File: src/rtl/max_min_stream.sv
// -----------------------------------------------------------------------------
// max_min_stream
//
// Streaming frame statistics. Words arrive one per clock over a valid/ready
// handshake; when the word flagged with in_last is taken, the frame maximum,
// minimum, index of the first maximum, word count and an overflow flag are
// presented over a valid/ready output handshake.
//
// Ports
//   clk          rising-edge clock
//   rst          asynchronous active-high reset
//   in_valid     in_data / in_last valid
//   in_ready     block can accept a word (state only; low while rst is high)
//   in_data      data word, WIDTH bits
//   in_last      marks the final word of a frame
//   out_valid    result registers valid
//   out_ready    consumer accepts the result
//   out_max      frame maximum
//   out_min      frame minimum
//   out_max_idx  0-based index of the first occurrence of the maximum (saturating)
//   out_count    number of words in the frame (saturating at 2^CNT_W-1)
//   out_ovf      frame length exceeded 2^CNT_W-1
//
// Parameters
//   WIDTH   data word width
//   CNT_W   width of the word counter and index outputs
//   SIGNED  0 = unsigned compare, 1 = two's-complement compare
// -----------------------------------------------------------------------------
module max_min_stream #(
    parameter int WIDTH  = 8,
    parameter int CNT_W  = 8,
    parameter int SIGNED = 0
) (
    input  logic             clk,
    input  logic             rst,
    input  logic             in_valid,
    output logic             in_ready,
    input  logic [WIDTH-1:0] in_data,
    input  logic             in_last,
    output logic             out_valid,
    input  logic             out_ready,
    output logic [WIDTH-1:0] out_max,
    output logic [WIDTH-1:0] out_min,
    output logic [CNT_W-1:0] out_max_idx,
    output logic [CNT_W-1:0] out_count,
    output logic             out_ovf
);

    typedef enum logic [1:0] {
        S_IDLE = 2'd0,
        S_ACC  = 2'd1,
        S_DONE = 2'd2
    } state_t;

    localparam logic [CNT_W-1:0] CNT_MAX = '1;
    localparam logic [CNT_W-1:0] CNT_ONE = CNT_W'(1);

    // Strictly-greater compare honouring the SIGNED parameter.
    function automatic logic gt(input logic [WIDTH-1:0] a, input logic [WIDTH-1:0] b);
        if (SIGNED != 0) begin
            return $signed(a) > $signed(b);
        end
        return a > b;
    endfunction

    state_t             state_q, state_d;

    // Running accumulator for the frame in progress.
    logic [WIDTH-1:0]   acc_max_q, acc_max_d;
    logic [WIDTH-1:0]   acc_min_q, acc_min_d;
    logic [CNT_W-1:0]   acc_idx_q, acc_idx_d;
    logic [CNT_W-1:0]   acc_cnt_q, acc_cnt_d;
    logic               acc_ovf_q, acc_ovf_d;

    // Published result; kept separate from the accumulator so the previous
    // result stays visible while the next frame is being collected.
    logic [WIDTH-1:0]   res_max_q, res_max_d;
    logic [WIDTH-1:0]   res_min_q, res_min_d;
    logic [CNT_W-1:0]   res_idx_q, res_idx_d;
    logic [CNT_W-1:0]   res_cnt_q, res_cnt_d;
    logic               res_ovf_q, res_ovf_d;

    logic               beat;

    assign beat = in_valid && in_ready;

    // -------------------------------------------------------------------------
    // State register and datapath registers
    // -------------------------------------------------------------------------
    always_ff @(posedge clk or posedge rst) begin
        if (rst) begin
            state_q   <= S_IDLE;
            acc_max_q <= '0;
            acc_min_q <= '0;
            acc_idx_q <= '0;
            acc_cnt_q <= '0;
            acc_ovf_q <= 1'b0;
            res_max_q <= '0;
            res_min_q <= '0;
            res_idx_q <= '0;
            res_cnt_q <= '0;
            res_ovf_q <= 1'b0;
        end else begin
            state_q   <= state_d;
            acc_max_q <= acc_max_d;
            acc_min_q <= acc_min_d;
            acc_idx_q <= acc_idx_d;
            acc_cnt_q <= acc_cnt_d;
            acc_ovf_q <= acc_ovf_d;
            res_max_q <= res_max_d;
            res_min_q <= res_min_d;
            res_idx_q <= res_idx_d;
            res_cnt_q <= res_cnt_d;
            res_ovf_q <= res_ovf_d;
        end
    end

    // -------------------------------------------------------------------------
    // Next-state logic
    // -------------------------------------------------------------------------
    always_comb begin
        state_d = state_q;
        case (state_q)
            S_IDLE: begin
                if (beat) begin
                    state_d = in_last ? S_DONE : S_ACC;
                end
            end
            S_ACC: begin
                if (beat && in_last) begin
                    state_d = S_DONE;
                end
            end
            S_DONE: begin
                if (out_ready) begin
                    state_d = S_IDLE;
                end
            end
            default: state_d = S_IDLE;
        endcase
    end

    // -------------------------------------------------------------------------
    // Output logic: handshake signals are decoded from the state register
    // -------------------------------------------------------------------------
    always_comb begin
        in_ready  = 1'b0;
        out_valid = 1'b0;
        case (state_q)
            S_IDLE, S_ACC: in_ready  = ~rst;
            S_DONE:        out_valid = 1'b1;
            default: begin
                in_ready  = 1'b0;
                out_valid = 1'b0;
            end
        endcase
    end

    // -------------------------------------------------------------------------
    // Accumulator update
    // -------------------------------------------------------------------------
    always_comb begin
        acc_max_d = acc_max_q;
        acc_min_d = acc_min_q;
        acc_idx_d = acc_idx_q;
        acc_cnt_d = acc_cnt_q;
        acc_ovf_d = acc_ovf_q;
        if (beat) begin
            if (state_q == S_IDLE) begin
                acc_max_d = in_data;
                acc_min_d = in_data;
                acc_idx_d = '0;
                acc_cnt_d = CNT_ONE;
                acc_ovf_d = 1'b0;
            end else begin
                // acc_cnt_q never exceeds CNT_MAX, so the index saturates
                // along with the counter. Ties keep the earlier index.
                if (gt(in_data, acc_max_q)) begin
                    acc_max_d = in_data;
                    acc_idx_d = acc_cnt_q;
                end
                if (gt(acc_min_q, in_data)) begin
                    acc_min_d = in_data;
                end
                if (acc_cnt_q == CNT_MAX) begin
                    acc_ovf_d = 1'b1;
                end else begin
                    acc_cnt_d = acc_cnt_q + CNT_ONE;
                end
            end
        end
    end

    // -------------------------------------------------------------------------
    // Result capture on the final beat of a frame
    // -------------------------------------------------------------------------
    always_comb begin
        res_max_d = res_max_q;
        res_min_d = res_min_q;
        res_idx_d = res_idx_q;
        res_cnt_d = res_cnt_q;
        res_ovf_d = res_ovf_q;
        if (beat && in_last) begin
            res_max_d = acc_max_d;
            res_min_d = acc_min_d;
            res_idx_d = acc_idx_d;
            res_cnt_d = acc_cnt_d;
            res_ovf_d = acc_ovf_d;
        end
    end

    assign out_max     = res_max_q;
    assign out_min     = res_min_q;
    assign out_max_idx = res_idx_q;
    assign out_count   = res_cnt_q;
    assign out_ovf     = res_ovf_q;

endmodule

File: config.mk
export PLATFORM = sky130hd
export DESIGN_NAME = max_min_stream
export DESIGN_NICKNAME = d
export VERILOG_FILES = /design/src/rtl/max_min_stream.sv
export SDC_FILE = /design/constraint.sdc
export NUM_CORES = 1
export LEC_CHECK = 0
export ABC_AREA = 0
export CAP_MARGIN = 40
export CELL_PAD_IN_SITES_DETAIL_PLACEMENT = 0
export CELL_PAD_IN_SITES_GLOBAL_PLACEMENT = 1
export CORE_MARGIN = 1
export CORE_UTILIZATION = 24
export CTS_CLUSTER_DIAMETER = 150
export DETAILED_ROUTE_END_ITERATION = 16
export PLACE_DENSITY_LB_ADDON = 0.1
export SLEW_MARGIN = 25
export SYNTH_ARGS = -nofsm -noshare
export SYNTH_HDL_FRONTEND = slang
export SYNTH_SLANG_ARGS = --single-unit
File: constraint.sdc
create_clock -name clk -period 2.6 [get_ports clk]
set_clock_uncertainty 0.1 [all_clocks]
set_input_delay 0.52 -clock clk [delete_from_list [all_inputs] [get_ports clk]]
set_output_delay 0.52 -clock clk [all_outputs]
set_load 0.05 [all_outputs]
# Word-level counts from Yosys, hierarchy flattened

Index checks and enable logic that the tools add are counted.
W data, S select, Z words.

Bits in latches: 0
Input bits: 13
Bits in writable memories: 0
Memories: 0
Flip-flop bits (word level): 68
Memory bits (read-only): 0
Logic and storage cells: 48
Output and inout bits: 35

Bitwise gates (word level): 1
Divide/modulo/power cells: 0
Multiplexer cells: 22
Add/sub/neg operators: 1
Shifts and indexed selects: 0
$mul: 0
Reductions and logical operators: 5
Equality and inequality tests: 6
Magnitude comparators: 2

Operators by type and width:

| kind                  | count |
|---|---|
| $mux W8               | 12 |
| $gt A8 B8 Y1          | 2 |
| $add A8 B1 Y8 const B | 1 |
| $eq A8 B8 Y1 const B  | 1 |
| $mux W2               | 4 |
| $ne A2 B2 Y1 const B  | 3 |
| $pmux W2 S3           | 1 |
| $mux W1               | 5 |
| $reduce_and A3 Y1     | 1 |
| $eq A2 B1 Y1 const B  | 1 |
| $eq A2 B2 Y1 const B  | 1 |
| $logic_and A1 B1 Y1   | 2 |
| $logic_not A2 Y1      | 1 |
| $reduce_or A2 Y1      | 1 |
| $not A1 Y1            | 1 |

# Logic depth before layout (Yosys ltp)

Gate-level depths: netlist (run 1).

Depth after elaboration: 7
Depth in mapped cells: 9
Mapped depth without buffers: 7

# Worst setup path before layout (run 1)

Ideal clock, no wire load.

Kind: input port to flip-flop
Start point: input port rst
End point: register acc_max_q[0]
Buffers on the path: 1
Setup slack: -135 ps
Required time: 2375 ps
Library setup time: 125 ps
Stages on the path: 6
Data arrival time: 2510 ps
Path through: nor2_1 -> nand2_1 -> nor2_1 -> nor2b_1 -> buf_6 -> mux2_4

Cells in the longest elaborated chain, start to end: 4

RTL lines:

| element              | RTL line | text |
|---|---|---|
| from (decl)          | 35       | `input logic rst,` |
| $not A1 Y1           | 150      | `S_IDLE, S_ACC: in_ready = ~rst;` |
| $mux W1              | 149      | `case (state_q)` |
| $logic_and A1 B1 Y1  | 85       | `assign beat = in_valid && in_ready;` |
| $mux W8              | 168      | `if (beat) begin` |
| via acc_max_d[0]     | 69       | `logic [WIDTH-1:0] acc_max_q, acc_max_d;` |
| to (signal assigned) | 105      | `acc_max_q <= acc_max_d;` |
| to (decl)            | 69       |  |

The timed path passes the listed nets, and every way through them passes these cells.
A chain may end at the register's enable or synchronous reset.

# Worst setup path after layout (run 1)

Start point: input port in_data[7]
End point: register acc_min_q[1]

Cells in the longest elaborated chain, start to end: 4

RTL lines:

| element              | RTL line | text |
|---|---|---|
| from (decl)          | 38       | `input logic [WIDTH-1:0] in_data,` |
| $gt A8 B8 Y1         | 63       | `return a > b;` |
| $mux W8              | 182      | `if (gt(acc_min_q, in_data)) begin` |
| $mux W8              | 169      | `if (state_q == S_IDLE) begin` |
| $mux W8              | 168      |  |
| via acc_min_d[1]     | 70       | `logic [WIDTH-1:0] acc_min_q, acc_min_d;` |
| to (signal assigned) | 106      | `acc_min_q <= acc_min_d;` |
| to (decl)            | 70       |  |

The timed path passes the listed nets, and every way through them passes these cells.

==> reports/qor.txt, run 1 <==
R2R Path Start = acc_min_q[5]
antenna cells = 0
HPWL after DPL = 6650 um
row count = 43
hold path depth = 2
initial antenna violation count = 0
Worst-Skew Late Latency = 0.34 ns
Max Cap Viol = 0
syn_nets = 361
Num CTS Buffers = 9
Total Wirelength = 9190 um
post-synthesis mux area share = 11.0%
PD cells = 1000 mW/mm^2
Final setup viols = 0
IO Count = 48
Placement Setup Slack = -0.396 ns
GRT Total Usage = 13.6%
Slew Limit Fails = 0
placed insts = 589
r2r setup slk = 0.36 ns
Starting Density = 24.6%
CP Max Fanout = 4
Seq/Total Area, Yosys = 49.6%
Endpoint, Worst Hold = out_count[5]
crit end category = flip-flop
crit share post-route = 97.6%
largest cells by area after synthesis = dfrtp_1 (50%), mux2i_1 (6.7%), ha_1 (6.2%)
most frequent cell after synthesis = dfrtp_1
Worst Path Required = 2.72 ns
final hold viol count = 0
Hold-fix buffers, CTS = 0
CTS Sinks = 68
fraction of layout cells with a size suffix above 1 = 19.2%
adder-cell share of the synthesized area = 6.20%
r2r endpoint = acc_min_q[1]
first-pass GRT wire length = 14,800 um
Post-synth top cells = dfrtp_1 (68), nor2_1 (34), nand2_1 (31)
worst-margin pin slew = 0.503 ns
CTS Root Cell = clkbuf_16
FMAX = 394 MHz
Fin Setup TNS = 0 ns
largest family of logic cells by synthesized area = compound AO/OA/AOI/OAI gates
Iter 0 DRT Violations = 137
Finished Layout Cells = 606
Netlist Area Pre-Place = 0.00343 mm^2
status = finished, final reports clean
Post-synth EDFFs = 0
dominant synthesized flop cell = dfrtp_1
worst relative slew slack = 66.4%
synth warn = 0
FF-to-FF path depth = 7
Post-Synthesis Cells = 331
Worst Hold Class = flip-flop to flip-flop
post-synthesis simple-gate area fraction = 12.3%
Leak = 0.00222 uW
Via density = 4.42
routed len/inst = 15.2 um
Core Area = 0.0139 mm^2
startpoint type of the worst setup path = primary input
P&R area growth vs syn = 38.5%
Final min period = 2.54 ns
WS Path Type = primary input to flip-flop
H-tree depth = 3
Die Wd = 122 um
peak supply drop = 0.000344 V
die area = 0.0148 mm^2
TritonRoute pass-1 iters = 4
end-of-flow core utilization = 34.1%
post-synthesis xor/xnor area fraction = 0.766%
clock buffer depth = 2
post-route ant nets = 0
final worst slack = 0.0630 ns
drc violations = 0
global route overflow = 0
Clock transition at path regs = 0.06 ns
Hold Crit Start = out_count[5]
Synth Area in Compound Gates = 15.6%
Layout Nets = 451
vias in the first global route = 2,691
Yosys top cell area share = 49.6%
die height = 122 um
CTS tree = done
Port Buffers = 47
syn avg cell area = 10.4 um^2
Vias = 2,681
cell taking the most area after synthesis = dfrtp_1
Worst EP arrival = 2.65 ns
Worst Hold Slack = 0.369 ns
Yosys reg bits = 68
FFs w/ async S/R, synth = 100%
Yosys cell types = 42
largest net degree at the start of global routing = 69
RePlAce Congestion = 0.740
[logic make-up (layout without fill, tap and decap cells)]
family	after synthesis	count (layout)
muxes	33	33
xor gates and xnor gates	3	3
AOI/OAI and AO/OA	87	87
and+or+nand+nor	89	89
adders and majority gates	17	17
buffers and inverters	34	129
DFF	68	68
[where the power goes]
group	leakage (uW)	internal [uW]	switching, uW
Combinational	0.00123	844	1140
Clock	0.000135	742	446
Sequential	0.000857	1370	221
[per-layer routing]
layer / track usage (%) / part of all wire (%)
met1: 20.8 / 54
met5: 0 / 0
met4: 6.02 / 1.7
met3: 3.32 / 3.4
met2: 17.6 / 41
[metrics by stage]
| stage | total power, uW | area (um^2) |
|---|---|---|
| floorplan | 2870 | 3430 |
| global placement | 3540 | 4420 |
| detailed placement | 3560 | 4420 |
| CTS | 4780 | 4700 |
| global route | 5090 | 4750 |
| finish | 4760 | 4750 |
[flip-flops by register name, summed over array words and instances, names as in the netlist]
signal,count
acc_idx_q,8
out_min,8
out_ovf,1
state_q,2
out_max,8
acc_cnt_q,8
acc_ovf_q,1
acc_max_q,8
out_max_idx,8
acc_min_q,8
out_count,8
[area by class of cell]
type | count | area (um^2)
Inverter | 20 | 75.1
Fill cell | 1444 | 9180
Tap cell | 180 | 225
Sequential cell | 68 | 1700
Clock inverter | 2 | 35.0
Multi-Input combinational cell | 229 | 1620
Timing Repair Buffer | 93 | 857
Clock buffer | 14 | 244
[layout by cell type, fill, tap and decap left out, types with 3 or more instances in the layout]
master and count:
o311ai_0 7, buf_12 3, clkbuf_16 9, clkbuf_1 5
mux2i_1 23, buf_4 43, inv_1 19, o21ai_0 29
a31oi_1 9, ha_1 15, nand4_1 3, clkdlybuf4s50_1 43
o211ai_1 4, o2111ai_1 4, nand2_1 31, and3_1 5
a21oi_1 22, dfrtp_1 68, mux2_4 9, nor2_1 33
[critical path, cell delays in order]
cell and delay (ns):
clkdlybuf4s50_1 0.50, inv_1 0.07, ha_1 0.29, o21ai_1 0.09, nor2_4 0.13, and4bb_4 0.25, or3_4 0.37, buf_4 0.16
mux2_4 0.28
[what timing repair did]
action | in CTS | in global routing
pin swaps | 1 | 2
setup endpoints to repair | 13 | 35
buffers inserted | 0 | 1
gates resized for setup | 2 | 9
endpoints found under the hold margin | 0 | 0
[how the worst max path moves through the flow]
stage               depth (start not counted)      endpoint  slack (ns)       start
CTS                                         9  acc_min_q[6]       0.005  in_data[7]
global route                                9  acc_min_q[1]      -0.003  in_data[7]
global placement                           10  acc_max_q[5]       -0.34  in_data[5]
floorplan                                   8  acc_min_q[1]        0.16  in_data[5]
detailed placement                         10  acc_max_q[6]       -0.40  in_data[5]
finish                                      9  acc_min_q[1]        0.06  in_data[7]
Note: power is estimated with default switching activity, not from simulation.
==> run 2: changes to the inputs <==
--- a/config.mk
+++ b/config.mk
@@ -14,6 +14,7 @@
 export CTS_CLUSTER_DIAMETER = 150
 export DETAILED_ROUTE_END_ITERATION = 16
 export PLACE_DENSITY_LB_ADDON = 0.1
+export RECOVER_POWER = 100
 export SLEW_MARGIN = 25
 export SYNTH_ARGS = -nofsm -noshare
 export SYNTH_HDL_FRONTEND = slang
==> run 2 against run 1 <==
Effect of this change: wire length fell by 0.35%; non-clock buffer count did not move; worst hold slack got worse by 0.0049 ns; critical endpoint unchanged; largest cell class unchanged.
==> reports/qor.txt, run 2 (synthesized netlist as in run 1, its figures left out) <==
Iter 0 DRT Violations = 126
Final min period = 2.54 ns
worst-path cell chain = clkdlybuf4s50_1 > inv_1 > ha_1 > o21ai_1 > nor2_4 > and4bb_4 > or3_4 > buf_4 > mux2_4
PD cells = 995 mW/mm^2
IO Count = 48
Filler cells = 1,451
Vias = 2,698
crit share post-route = 97.7%
H-tree depth = 3
WS Path Type = primary input to flip-flop
slowest stage delay, CP = 0.50 ns
CP delay by family, top = simple AND/OR/NAND/NOR gates
final hold viol count = 0
startpoint type of the worst setup path = primary input
Layout Nets = 451
peak supply drop = 0.000342 V
crit end category = flip-flop
R2R Path Start = acc_min_q[6]
Port Buffers = 47
CTS Sinks = 68
Clock transition at path regs = 0.06 ns
Num CTS Buffers = 9
Top Layer Used = met4
Max Cap Viol = 0
drc violations = 0
HPWL after DPL = 6650 um
Worst-Skew Late Latency = 0.34 ns
die area = 0.0148 mm^2
CTS Root Cell = clkbuf_16
die height = 122 um
Worst EP arrival = 2.66 ns
most frequent cells in the layout = dfrtp_1 (68), dlygate4sd3_1 (34), buf_4 (34), nor2_1 (33), nand2_1 (31)
worst relative slew slack = 36.1%
Core Area = 0.0139 mm^2
r2r setup slk = 0.37 ns
global route overflow = 0
total chip power = 4690 uW
Worst Path Required = 2.72 ns
largest net degree at the start of global routing = 69
Slew Limit Fails = 0
Total Wirelength = 9160 um
Die Wd = 122 um
Metal-1 WL = 5020 um
clock buffer depth = 2
placed insts = 589
Hold-fix buffers, CTS = 0
GRT Total Usage = 13.6%
Final setup viols = 0
most common cell after layout, fill and taps aside = dfrtp_1
CTS tree = done
Fin Setup TNS = 0 ns
area of the multi-input gates = 0.00162 mm^2
Worst Hold Class = flip-flop to flip-flop
Hold Crit Start = out_count[5]
Finished Layout Cells = 606
Worst Setup SP = in_data[7]
register area = 0.00170 mm^2
fraction of layout cells with a size suffix above 1 = 17.8%
antenna cells = 0
routed len/inst = 15.1 um
RePlAce Congestion = 0.740
Starting Density = 24.6%
TritonRoute pass-1 iters = 4
CP Max Fanout = 4
status = finished, final reports clean
Via density = 4.45
post-route ant nets = 0
P&R area growth vs syn = 37.4%
CP max stage cell = clkdlybuf4s50_1
initial antenna violation count = 0
row count = 43
first-pass GRT wire length = 14,800 um
Worst Hold Slack = 0.364 ns
worst-margin pin slew = 0.959 ns
FMAX = 394 MHz
worst path bufs/invs = 3
met2 routed WL = 3740 um
vias in the first global route = 2,691
Met3 Routed Length = 237 um
Leak = 0.00224 uW
-- run 2: layout make-up --
class	count	area share, %
multi-input combinational	229	34.3
tap	180	4.78
timing repair buffer	93	17.4
inverter	20	1.59
sequential	68	36.1
clock inverter	2	0.743
clock buffer	14	5.18
-- run 2: repair_timing --
action | in CTS | in global routing
pin swaps | 1 | 2
setup buffers | 0 | 1
endpoints found under the setup margin | 13 | 35
resized for setup | 2 | 9
-- run 2: final timing paths --
check / endpoint / depth (start not counted)
worst max-delay path: acc_min_q[1] / 9
worst min-delay path: out_count[5] / 2
worst max register to register: acc_min_q[1] / 7
worst min register to register: out_count[5] / 2
max in group asynchronous: out_max[5] / 4
min in group asynchronous: acc_max_q[5] / 4
-- run 2: worst min-delay path, delay by kind of cell, from the launching register on --
kind,cells,cell delay (ns)
DFF,1,0.34
and+or+nand+nor,2,0.10
-- run 2: stage by stage --
| step | area [um^2] | setup WS [ns] | util [%] |
|---|---|---|---|
| floorplan | 3430 | 0.163 | - |
| global placement | 4420 | -0.343 | 31.7 |
| detailed placement | 4420 | -0.396 | 31.7 |
| CTS | 4700 | 0.00456 | 33.7 |
| global route | 4710 | -0.00151 | 33.8 |
| finish | 4710 | 0.0609 | 33.8 |
-- run 2: report_power, final --
part / switching (uW) / internal (uW)
combinational: 1140 / 784
clock: 444 / 742
sequential: 214 / 1370
total: 1790 / 2900
-- run 2: per-layer routing --
layer,vias up,GRT usage [%]
met4,0,6.02
met5,-,0
met2,35,17.6
met1,1287,20.8
li1,1365,-
met3,11,3.32
==> run 3: changes to the inputs <==
--- a/config.mk
+++ b/config.mk
@@ -13,6 +13,7 @@
 export CORE_UTILIZATION = 24
 export CTS_CLUSTER_DIAMETER = 150
 export DETAILED_ROUTE_END_ITERATION = 16
+export GPL_ROUTABILITY_DRIVEN = 0
 export PLACE_DENSITY_LB_ADDON = 0.1
 export RECOVER_POWER = 100
 export SLEW_MARGIN = 25
==> results of run 3 <==
No change in the layout: final DEF, timing and power equal those of run 2.
